==> config.mk <==
export PLATFORM = sky130hd
export DESIGN_NAME = dac_sample_bridge
export DESIGN_NICKNAME = d
export VERILOG_FILES = /design/src/rtl/dac_sample_bridge.sv
export SDC_FILE = /design/constraint.sdc
export NUM_CORES = 1
export LEC_CHECK = 0
export ABC_AREA = 1
export CAP_MARGIN = 20
export CORE_MARGIN = 2
export CORE_UTILIZATION = 55
export CTS_BUF_LIST = sky130_fd_sc_hd__clkbuf_4 sky130_fd_sc_hd__clkbuf_8 sky130_fd_sc_hd__clkbuf_16
export DETAILED_ROUTE_END_ITERATION = 12
export GPL_ROUTABILITY_DRIVEN = 0
export GPL_TIMING_DRIVEN = 1
export PLACE_DENSITY = 0.75
export SYNTH_ARGS = -nofsm -noshare
export SYNTH_HDL_FRONTEND = slang
export SYNTH_SLANG_ARGS = --single-unit
==> constraint.sdc <==
create_clock -name m_clk -period 3.05 [get_ports m_clk]
set_clock_uncertainty 0.15 [all_clocks]
set_input_delay 0.4575 -clock m_clk [delete_from_list [all_inputs] [get_ports m_clk]]
set_output_delay 0.4575 -clock m_clk [all_outputs]
set_load 0.02 [all_outputs]
==> src/rtl/dac_sample_bridge.sv <==
// Multi-channel DSP-to-DAC sample bridge: assembles channel-tagged input beats into
// whole frames in a frame FIFO and replays one frame per DAC rate tick with a soft-mute ramp.
module dac_sample_bridge #(
   parameter int DW         = 24,
   parameter int NUM_CH     = 2,
   parameter int DEPTH      = 4,
   parameter int ATT_MAX    = 16,
   parameter int UNDER_MODE = 0,
   localparam int CW = (NUM_CH > 1) ? $clog2(NUM_CH) : 1,
   localparam int PW = $clog2(DEPTH),
   localparam int FW = PW + 1,
   localparam int AW = $clog2(ATT_MAX + 1)
) (
   input  logic          m_clk,
   input  logic          rst,
   input  logic [DW-1:0] s_data,
   input  logic [CW-1:0] s_ch,
   input  logic          s_valid,
   output logic          s_ready,
   input  logic          rate_tick,
   input  logic          mute,
   output logic [DW-1:0] dac_data,
   output logic [CW-1:0] dac_ch,
   output logic          dac_valid,
   output logic          muted,
   output logic          underrun,
   output logic          overrun,
   output logic          sync_err,
   output logic [FW-1:0] fill,
   output logic          dbg_state
);

   typedef enum logic {IDLE, SEND} state_t;
   typedef logic [NUM_CH-1:0][DW-1:0] frame_t;

   state_t               state, state_nx;
   frame_t               mem [DEPTH];
   frame_t               last_frame;
   frame_t               src_frame;
   logic [PW-1:0]        wr_ptr, rd_ptr;
   logic [CW-1:0]        exp_ch;
   logic [CW-1:0]        k;
   logic                 src_fifo;
   logic [AW-1:0]        att, att_frame;
   logic signed [DW-1:0] sample_s;
   logic signed [DW-1:0] shifted;

   logic accept, ch_ok, commit, final_beat, pop, tick_go, wr_en;

   // Handshake: a beat is taken on every cycle with s_valid && s_ready; s_ready depends
   // only on the committed fill level, never on s_valid, so the producer may hold data.
   assign s_ready    = (fill < FW'(DEPTH));
   assign accept     = s_valid & s_ready;
   assign ch_ok      = (s_ch == exp_ch);
   assign commit     = accept & ch_ok & (s_ch == CW'(NUM_CH - 1));
   assign wr_en      = accept & (ch_ok | (s_ch == '0));
   assign final_beat = (state == SEND) & (k == CW'(NUM_CH - 1));
   assign pop        = final_beat & src_fifo;
   assign tick_go    = rate_tick & (state == IDLE);

   assign underrun  = ~rst & tick_go & (fill == '0);
   assign overrun   = ~rst & rate_tick & (state == SEND);
   assign sync_err  = ~rst & accept & ~ch_ok;
   assign muted     = (att == AW'(ATT_MAX));
   assign dbg_state = (state == SEND);

   // The source frame stays stable for the whole frame: the head slot is not reused
   // until its pop, and last_frame only changes on the final beat.
   always_comb begin
      if (src_fifo)             src_frame = mem[rd_ptr];
      else if (UNDER_MODE != 0) src_frame = last_frame;
      else                      src_frame = '0;
   end

   assign sample_s = src_frame[k];
   assign shifted  = sample_s >>> att_frame;

   always_comb begin
      state_nx  = state;
      dac_valid = 1'b0;
      dac_ch    = '0;
      dac_data  = '0;
      case (state)
         IDLE: begin
            if (rate_tick) state_nx = SEND;
         end
         SEND: begin
            dac_valid = 1'b1;
            dac_ch    = k;
            dac_data  = (att_frame == AW'(ATT_MAX)) ? '0 : shifted;
            if (final_beat) state_nx = IDLE;
         end
         default: state_nx = IDLE;
      endcase
   end

   always_ff @(posedge m_clk) begin
      if (rst) begin
         state      <= IDLE;
         k          <= '0;
         src_fifo   <= 1'b0;
         att        <= '0;
         att_frame  <= '0;
         last_frame <= '0;
         exp_ch     <= '0;
         wr_ptr     <= '0;
         rd_ptr     <= '0;
         fill       <= '0;
      end else begin
         state <= state_nx;

         // att is captured for the frame first, then stepped toward the mute target.
         if (tick_go) begin
            k         <= '0;
            src_fifo  <= (fill != '0);
            att_frame <= att;
            if (mute && att != AW'(ATT_MAX)) att <= att + 1'b1;
            else if (!mute && att != '0)     att <= att - 1'b1;
         end else if (state == SEND && !final_beat) begin
            k <= k + 1'b1;
         end

         if (final_beat) begin
            last_frame <= src_frame;
            if (src_fifo) rd_ptr <= rd_ptr + 1'b1;
         end

         // A mismatched channel 0 restarts the frame; any other mismatch waits for channel 0.
         if (accept) begin
            if (ch_ok)              exp_ch <= commit ? '0 : exp_ch + 1'b1;
            else if (s_ch == '0)    exp_ch <= CW'(1);
            else                    exp_ch <= '0;
         end
         if (commit) wr_ptr <= wr_ptr + 1'b1;

         case ({commit, pop})
            2'b10:   fill <= fill + 1'b1;
            2'b01:   fill <= fill - 1'b1;
            default: fill <= fill;
         endcase
      end
   end

   always_ff @(posedge m_clk) begin
      if (!rst && wr_en) mem[wr_ptr][s_ch] <= s_data;
   end

endmodule
==> results of run 1 <==
placed cells by master, fill, tap and decap left out, drive strengths merged:
cell / instances
edfxtp: 192
bufbuf: 2
o211ai: 3
dlymetal6s2s: 1
nand3: 211
ha: 9
clkdlybuf4s50: 40
nand4: 38
nor4: 1
inv: 123
xor2: 3
dfxtp: 23
fa: 2
nand2: 259
buf: 77
clkinv: 4
bufinv: 2
o21ai: 53
clkbuf: 36
a21oi: 27
nor3: 3
o31ai: 1
a211oi: 1
o22ai: 6
nor2: 101
Yosys cell counts, drive strengths merged:
master	n	area share, %
edfxtp	192	56
o211ai	3	0.22
nand3	211	10
ha	9	1.1
fa	2	0.39
clkbuf	17	0.62
nor4	1	0.061
xor2	3	0.25
nand2	259	9.4
dfxtp	23	4.5
o22ai	6	0.36
a21oi	27	1.3
clkinv	2	0.073
o31ai	1	0.073
o21ai	53	2.6
buf	45	2.3
nor2	101	3.7
nor3	3	0.15
nand4	38	2.3
a211oi	1	0.073
inv	121	4.4
timing repair:
action | CTS | global route
hold endpoints to repair | 0 | 0
pin swaps | 19 | 26
cloned | 7 | 3
endpoints found under the setup margin | 24 | 24
resized for setup | 166 | 42
buffers inserted | 4 | 0
area by class of cell:
cell class / count / share of cell area (%)
Clock buffer: 33 / 5.113
Clock inverter: 6 / 0.6721
Inverter: 123 / 3.652
Multi-Input combinational cell: 718 / 28.14
Sequential cell: 215 / 48.50
Tap cell: 234 / 2.279
Timing Repair Buffer: 123 / 11.64
where the power goes:
| group | leakage [uW] | internal, uW | total (uW) | switching, uW |
|---|---|---|---|---|
| registers | 0.00192 | 3250 | 3270 | 23.9 |
| clock network | 0.000375 | 1670 | 2740 | 1080 |
| logic | 0.00293 | 243 | 667 | 425 |
per-layer routing:
| metal | wire, microns | vias to the layer above | share of wire (%) | track usage (%) |
|---|---|---|---|---|
| li1 | - | 3985 | - | - |
| met1 | 10910 | 3998 | 39 | 36.57 |
| met2 | 13180 | 432 | 48 | 45.34 |
| met3 | 2733 | 62 | 9.9 | 5.876 |
| met4 | 841 | 0 | 3.0 | 10.68 |
| met5 | 0 | - | 0 | 0 |
stage by stage:
step                      instances  power (uW)  area, sq um  hold slack (ns)
final                          1452        6683        12850           0.3401
after global routing           1452        6885        12850           0.3376
after CTS                      1449        6670        12640           0.3119
after detailed placement       1399        3957        11500           0.2942
after global placement         1399        3945        11500           0.2661
after floorplan                1118        3691        10310           0.2621
worst max-delay path: cells and delay by family, from the launching register on:
kind	cells	cell delay, ns
flip-flops	1	0.39
buffers and inverters	3	0.49
AND/OR/NAND/NOR	8	0.98
AO/OA/AOI/OAI	2	0.17
registers in the layout (all words and copies together) (netlist names), named ones only:
name and flops:
fill 3, k 1, mem 192, src_fifo 1, exp_ch 1, att_frame 5, wr_ptr 2, rd_ptr 2
dbg_state 1, att 5
cell families after synthesis:
family	count (synthesis)	synth area share (%)
buf+inv	185	7.369
fa+ha+maj	11	1.481
xor+xnor	3	0.2550
compound gates	91	4.613
flops	215	60.41
simple gates	613	25.87
path summary, 6_finish.rpt:
| path | from | to | slack [ns] | cells after the start |
|---|---|---|---|---|
| max | register | dac_data[0] | -0.09 | 13 |
| min | rd_ptr[1] | rd_ptr[1] | 0.34 | 1 |
| max reg2reg | att[1] | att[4] | 0.38 | 11 |
| min reg2reg | rd_ptr[1] | rd_ptr[1] | 0.34 | 1 |
==> out/metrics.cfg, run 1 <==
[timing]
setup_viol=17
timing.final.crit_period_ns=3.139
rsz0062_at_grt=true
fmax_mhz=318.6
layout_setup_ws_ns=-0.08912
relSlewSlack_pct=43.45
drv_slew=0
tightest_slew_ns=0.8393
finalSetupTns_ns=-0.6648
finalHoldViolCount=0
min_period_over_period_pct=102.9

[yosys]
synth_area_sq_um=10310
ys_warn_count=0
syn_avg_cell_area_sq_um=9.218
ys_ff_latch=215
ys_seq_area_share_pct=60.41
synthCells=1118
synth_cell_types=26
syn_nets=1159

[critical_path]
crit_type=register to output port
path_cells=buf_4, buf_16, nor2_1, nor2_1, o21ai_0, nand3_1, nand4_1, nand3_2, nand3_1, nand3_1, nand3_1, o21ai_1, buf_4
cp.required_ns=2.44
max_stage_delay_ns=0.39
slowest_stage=dfxtp_4
cp-start-kind=register
cpMostUsedCell=nand3_1
worstPathMaxFanout=12
crit_arrival_ns=2.53
cp-end-kind=output port

[floorplanning]
ios=65
start_util_pct=55.66
fp.dieW_microns=140.9
die-area_sq_um=19850
core_sq_um=18520
fp-row-count=50
die_h_microns=140.9

[place]
dp_hpwl_mm=15.99
post-place-ws_ns=-0.01947
port-buffer-count=64

[final_layout]
fill_cells=1341
register_area_sq_um=6231
fin_util_pct=69.37
antenna_cells=0
layout-drive-gt1-share_pct=15.60
syn2layout_area_growth_pct=24.65
multi_input_area_sq_um=3615
nets=1245

[global_routing]
grt_max_degree=48
antenna_found_initial=0
grt_pass1_wl_mm=42.68
grt_pass1_vias=8182
grt_util_all_layers_pct=27.67
grt_overflow=0

[pwr]
vdd_drop_max_mv=0.4707
power.leakage_uw=0.005224
power_density_nw_per_um2=520.3

[cts]
clk_path_buf_depth=3
clk-insertion-delay-late_ns=0.50
ctsHtreeMaxLevel=1
path_clk_slew_ns=0.06
numCtsBuffers=23
cts.sinks=215
cts_hold_buffers=0
cts_root_buffer=clkbuf_16
cts_tree=yes

[route]
drcViolationCount=0
wl_per_cell_microns=19.06
via_per_inst=5.838
antenna_left=0
drt_pass1_iterations=6
wirelength_mm=27.67
drtIter0Drc=1046
route.vias.total=8477

[run_status]
violations=negative setup slack
status=complete, but fails checks

[job]
maxCapViolations=0

[worst_hold_path]
hold_path_class=register to register

Power figures use the tool's default switching activity.
==> inputs of run 2 (changes only) <==
--- a/config.mk
+++ b/config.mk
@@ -14,6 +14,7 @@
 export GPL_ROUTABILITY_DRIVEN = 0
 export GPL_TIMING_DRIVEN = 1
 export PLACE_DENSITY = 0.75
+export SLEW_MARGIN = 40
 export SYNTH_ARGS = -nofsm -noshare
 export SYNTH_HDL_FRONTEND = slang
 export SYNTH_SLANG_ARGS = --single-unit
==> run 2 against run 1 <==
  * The flow still finishes with violations (negative setup slack)
  * Total power barely moved
  * First-iteration DRC count did not move
  * Setup slack barely moved
  * Flip-flop and latch count is the same
  * Combinational power hardly changed
  * Critical endpoint unchanged
  * Largest power group unchanged
==> out/metrics.cfg, run 2 (same netlist as run 1, synthesis figures left out) <==
[route]
wl_per_cell_microns=19.05
wirelength_mm=27.66
route.vias.total=8483
antenna_left=0
drt_pass1_iterations=6
via_per_inst=5.842
drtIter0Drc=1046
drcViolationCount=0

[timing]
rsz0062_at_grt=true
layout_setup_ws_ns=-0.08926
drv_slew=0
setup_viol=17
finalHoldViolCount=0
min_period_over_period_pct=102.9
fmax_mhz=318.5
timing.final.crit_period_ns=3.139
tightest_slew_ns=0.5427
relSlewSlack_pct=63.58
finalSetupTns_ns=-0.6527
whs_ns=0.3401

[final_layout]
fin_util_pct=69.37
reg_top3=mem: 192 flops, att: 5 flops, att_frame: 5 flops
largest_reg_flops=192
antenna_cells=0
top_register=mem
layout_commonest_cell=nand2_1
layout-drive-gt1-share_pct=15.60
fin_cells=1452
syn2layout_area_growth_pct=24.65
mostFrequentLayoutCells=253 x nand2_1, 192 x edfxtp_1, 169 x nand3_1, 117 x inv_1, 90 x nor2_1
multi_input_area_sq_um=3615
register_area_sq_um=6231
nets=1245
fill_cells=1341

[cts]
path_clk_slew_ns=0.06
cts_tree=yes
cts.sinks=215
ctsHtreeMaxLevel=1
cts_root_buffer=clkbuf_16
clk-insertion-delay-late_ns=0.50
clk_path_buf_depth=3
numCtsBuffers=23

[floorplanning]
fp.dieW_microns=140.9
fp-row-count=50
die_h_microns=140.9
ios=65
core_sq_um=18520
start_util_pct=55.66
die-area_sq_um=19850

[global_routing]
grt_overflow=0
grt_util_all_layers_pct=27.67
grt_pass1_vias=8182
grt_pass1_wl_mm=42.68
antenna_found_initial=0
grt_max_degree=48

[pwr]
power_density_nw_per_um2=520.2
vdd_drop_max_mv=0.4707
power.leakage_uw=0.005224

[critical_path]
cp-end-kind=output port
cp-start-kind=register
cp.required_ns=2.44
r2r.worst_path.cells=11
crit_arrival_ns=2.53
crit_type=register to output port
worstPathMaxFanout=12

[run_status]
status=complete, but fails checks
violations=negative setup slack

[worst_hold_path]
hold_path_class=register to register
whs_path_depth=1

[place]
dp_hpwl_mm=15.99
placed_cells=1399
post-place-ws_ns=-0.01947
port-buffer-count=64

[job]
maxCapViolations=0

run 2: changes by cell type in the layout (fill, tap and decap cells not counted):
cell     previous run  this run
o21ai_0            36        35
o21ai_1            15        16
run 2: worst paths after layout:
kind | from | to | slack [ns]
worst min-delay path | rd_ptr[1] | rd_ptr[1] | 0.34
worst max register to register | att[1] | att[4] | 0.63
worst min register to register | rd_ptr[1] | rd_ptr[1] | 0.34
worst max-delay path | register | dac_data[0] | -0.09
run 2: power breakdown:
part           leakage [uW]  internal (uW)  switching, uW
Combinational       0.00293            243            425
Clock              0.000375           1670           1070
Sequential          0.00192           3250           23.9
Total               0.00522           5160           1520
run 2: layout make-up:
type                            count  area share (%)
Inverter                          123           3.652
Multi-Input combinational cell    718           28.14
Timing Repair Buffer              123           11.64
Clock inverter                      6          0.6721
Tap cell                          234           2.279
Clock buffer                       33           5.113
Sequential cell                   215           48.50
run 2: metrics by stage:
step	instance area [sq um]	power [uW]
2_1_floorplan	10310	3691
5_1_grt	12850	6885
4_1_cts	12640	6670
3_3_place_gp	11500	3945
3_5_place_dp	11500	3957
6_report	12850	6683
run 2: critical path: stages (launching register included):
cell and delay [ns]:
dfxtp_4 0.39, buf_4 0.18, buf_16 0.15, nor2_1 0.18, nor2_1 0.07, o21ai_0 0.10
nand3_1 0.18, nand4_1 0.16, nand3_2 0.11, nand3_1 0.11, nand3_1 0.07, nand3_1 0.10
o21ai_1 0.07, buf_4 0.16
run 2: layer usage:
metal	GRT usage (%)	vias up	share of wire, %
met5	0	-	0
met4	10.68	0	3.1
met3	5.876	65	9.9
met2	45.34	436	48
met1	36.57	3994	39
li1	-	3988	-
run 2: what timing repair did:
item | 4_1_cts | 5_1_grt
pin swaps | 19 | 26
setup endpoints to repair | 24 | 24
gates resized for setup | 166 | 42
buffers inserted | 4 | 0
gates cloned | 7 | 3
hold buffers | 0 | 0
==> inputs of run 3 (changes only) <==
--- a/config.mk
+++ b/config.mk
@@ -8,12 +8,12 @@
 export ABC_AREA = 1
 export CAP_MARGIN = 20
 export CORE_MARGIN = 2
-export CORE_UTILIZATION = 55
+export CORE_UTILIZATION = 47
 export CTS_BUF_LIST = sky130_fd_sc_hd__clkbuf_4 sky130_fd_sc_hd__clkbuf_8 sky130_fd_sc_hd__clkbuf_16
 export DETAILED_ROUTE_END_ITERATION = 12
 export GPL_ROUTABILITY_DRIVEN = 0
 export GPL_TIMING_DRIVEN = 1
-export PLACE_DENSITY = 0.75
+export PLACE_DENSITY = 0.66
 export SLEW_MARGIN = 40
 export SYNTH_ARGS = -nofsm -noshare
 export SYNTH_HDL_FRONTEND = slang
==> run 3 against run 2 <==
  * The run still ends with negative setup slack left
  * Sequential power about the same
  * Sequential share of layout area decreased by 2.6 points
  * Global-route usage decreased by 4.4 points
  * Setup slack got worse by 0.018 ns
  * Die area increased by 17%
  * Critical endpoint is now dac_data[7]
  * Highest routed layer unchanged
==> out/metrics.cfg, run 3 (same netlist as run 1, synthesis figures left out) <==
[pwr]
power.leakage_uw=0.005436
vdd_drop_max_mv=0.4559
power_density_nw_per_um2=507.5

[floorplanning]
fp.dieW_microns=152.1
die_h_microns=152.1
core_sq_um=21690
start_util_pct=47.52
die-area_sq_um=23130
ios=65
fp-row-count=54

[global_routing]
antenna_found_initial=1
grt_max_degree=48
grt_pass1_vias=7778
grt_util_all_layers_pct=23.23
grt_overflow=0
grt_pass1_wl_mm=42.77

[route]
route.vias.total=8410
wirelength_mm=28.09
drtIter0Drc=771
via_per_inst=5.570
drt_pass1_iterations=6
antenna_left=0
wl_per_cell_microns=18.60
drcViolationCount=0

[timing]
whs_ns=0.2860
relSlewSlack_pct=57.92
layout_setup_ws_ns=-0.1069
timing.final.crit_period_ns=3.157
tightest_slew_ns=0.6272
finalHoldViolCount=0
drv_slew=0
setup_viol=12
rsz0062_at_grt=true
fmax_mhz=316.8
min_period_over_period_pct=103.5
finalSetupTns_ns=-0.3076

[cts]
cts.sinks=215
clk-insertion-delay-late_ns=0.50
ctsHtreeMaxLevel=1
numCtsBuffers=24
cts_hold_buffers=0
path_clk_slew_ns=0.06
cts_tree=yes
clk_path_buf_depth=3
cts_root_buffer=clkbuf_16

[final_layout]
nets=1252
syn2layout_area_growth_pct=31.69
multi_input_area_sq_um=4098
layout-drive-gt1-share_pct=25.31
register_area_sq_um=6233
mostFrequentLayoutCells=213 x nand2_1, 192 x edfxtp_1, 117 x inv_1, 110 x nand3_1, 98 x nand3_2
largest_reg_flops=192
fill_cells=1724
layout_commonest_cell=nand2_1
top_register=mem
reg_top3=mem: 192 flops, att: 5 flops, att_frame: 5 flops

[critical_path]
crit_type=register to output port
worstPathMaxFanout=8
cp-end-kind=output port
cp-start-kind=register
crit_arrival_ns=2.55
cp.required_ns=2.44

[worst_hold_path]
hold_path_class=register to register

[job]
maxCapViolations=0

[run_status]
status=complete, but fails checks
violations=negative setup slack

[place]
port-buffer-count=64
post-place-ws_ns=-0.06741
dp_hpwl_mm=15.85

==> run 3: cell types whose count changed in the layout (fill, tap and decap cells not counted), sizes merged, moves of 2 or more <==
cell      change
clkinv       +10
clkinvlp      +2
bufbuf        -2
clkbuf        -2
buf           +3
==> run 3: layout make-up <==
cell class / count / area share [%]
Timing Repair inverter: 1 / 0.08297
Sequential cell: 215 / 45.93
Inverter: 123 / 3.595
Multi-Input combinational cell: 718 / 30.19
Tap cell: 280 / 2.581
Clock buffer: 27 / 4.720
Timing Repair Buffer: 128 / 11.69
Antenna cell: 1 / 0.01844
Clock inverter: 17 / 1.189
==> run 3: final timing paths <==
path | slack (ns) | startpoint | depth (start not counted) | endpoint
setup / recovery | -0.11 | register | 14 | dac_data[7]
hold / removal | 0.29 | rd_ptr[1] | 1 | register
setup reg to reg | 0.65 | att[0] | 11 | att[4]
hold reg to reg | 0.29 | rd_ptr[1] | 1 | register
==> run 3: critical path, stage by stage, from the launching register on <==
cell     delay, ns
dfxtp_4       0.38
buf_4         0.13
buf_16        0.14
buf_6         0.11
nor2_2        0.03
nor2_1        0.11
o21ai_1       0.07
nand3_1       0.11
nand4_1       0.18
nand3_2       0.16
nand3_2       0.10
nand3_2       0.11
nand2_2       0.08
a21oi_2       0.18
buf_6         0.15
==> run 3: per-stage QoR <==
stage	std cells	util [%]	area [sq um]	power [uW]
CTS	1495	58.46	12680	6839
global placement	1444	53.39	11580	3947
finish	1510	62.58	13570	6888
floorplan	1118	-	10310	3691
detailed placement	1444	53.39	11580	3955
global route	1509	62.56	13570	7127
==> run 3: layer usage <==
layer / GRT usage, % / vias up / part of all wire [%] / wire [microns]
met4: 7.032 / 0 / 3.2 / 888
met5: 0 / - / 0 / 0
met1: 33.65 / 3982 / 43 / 12140
met3: 3.793 / 51 / 7.9 / 2222
li1: - / 4002 / - / -
met2: 36.34 / 375 / 46 / 12840
==> run 3: power breakdown <==
group	internal, uW	switching [uW]	total (uW)
Sequential	3250	23.0	3270
Combinational	274	470	743
Clock	1760	1110	2870
Total	5280	1600	6890
==> run 3: timing repair <==
action                                  in CTS  in global routing
resized for setup                          173                178
setup buffers                                3                  8
cloned                                       4                  8
endpoints found under the setup margin      24                 23
pin swaps                                    8                 89
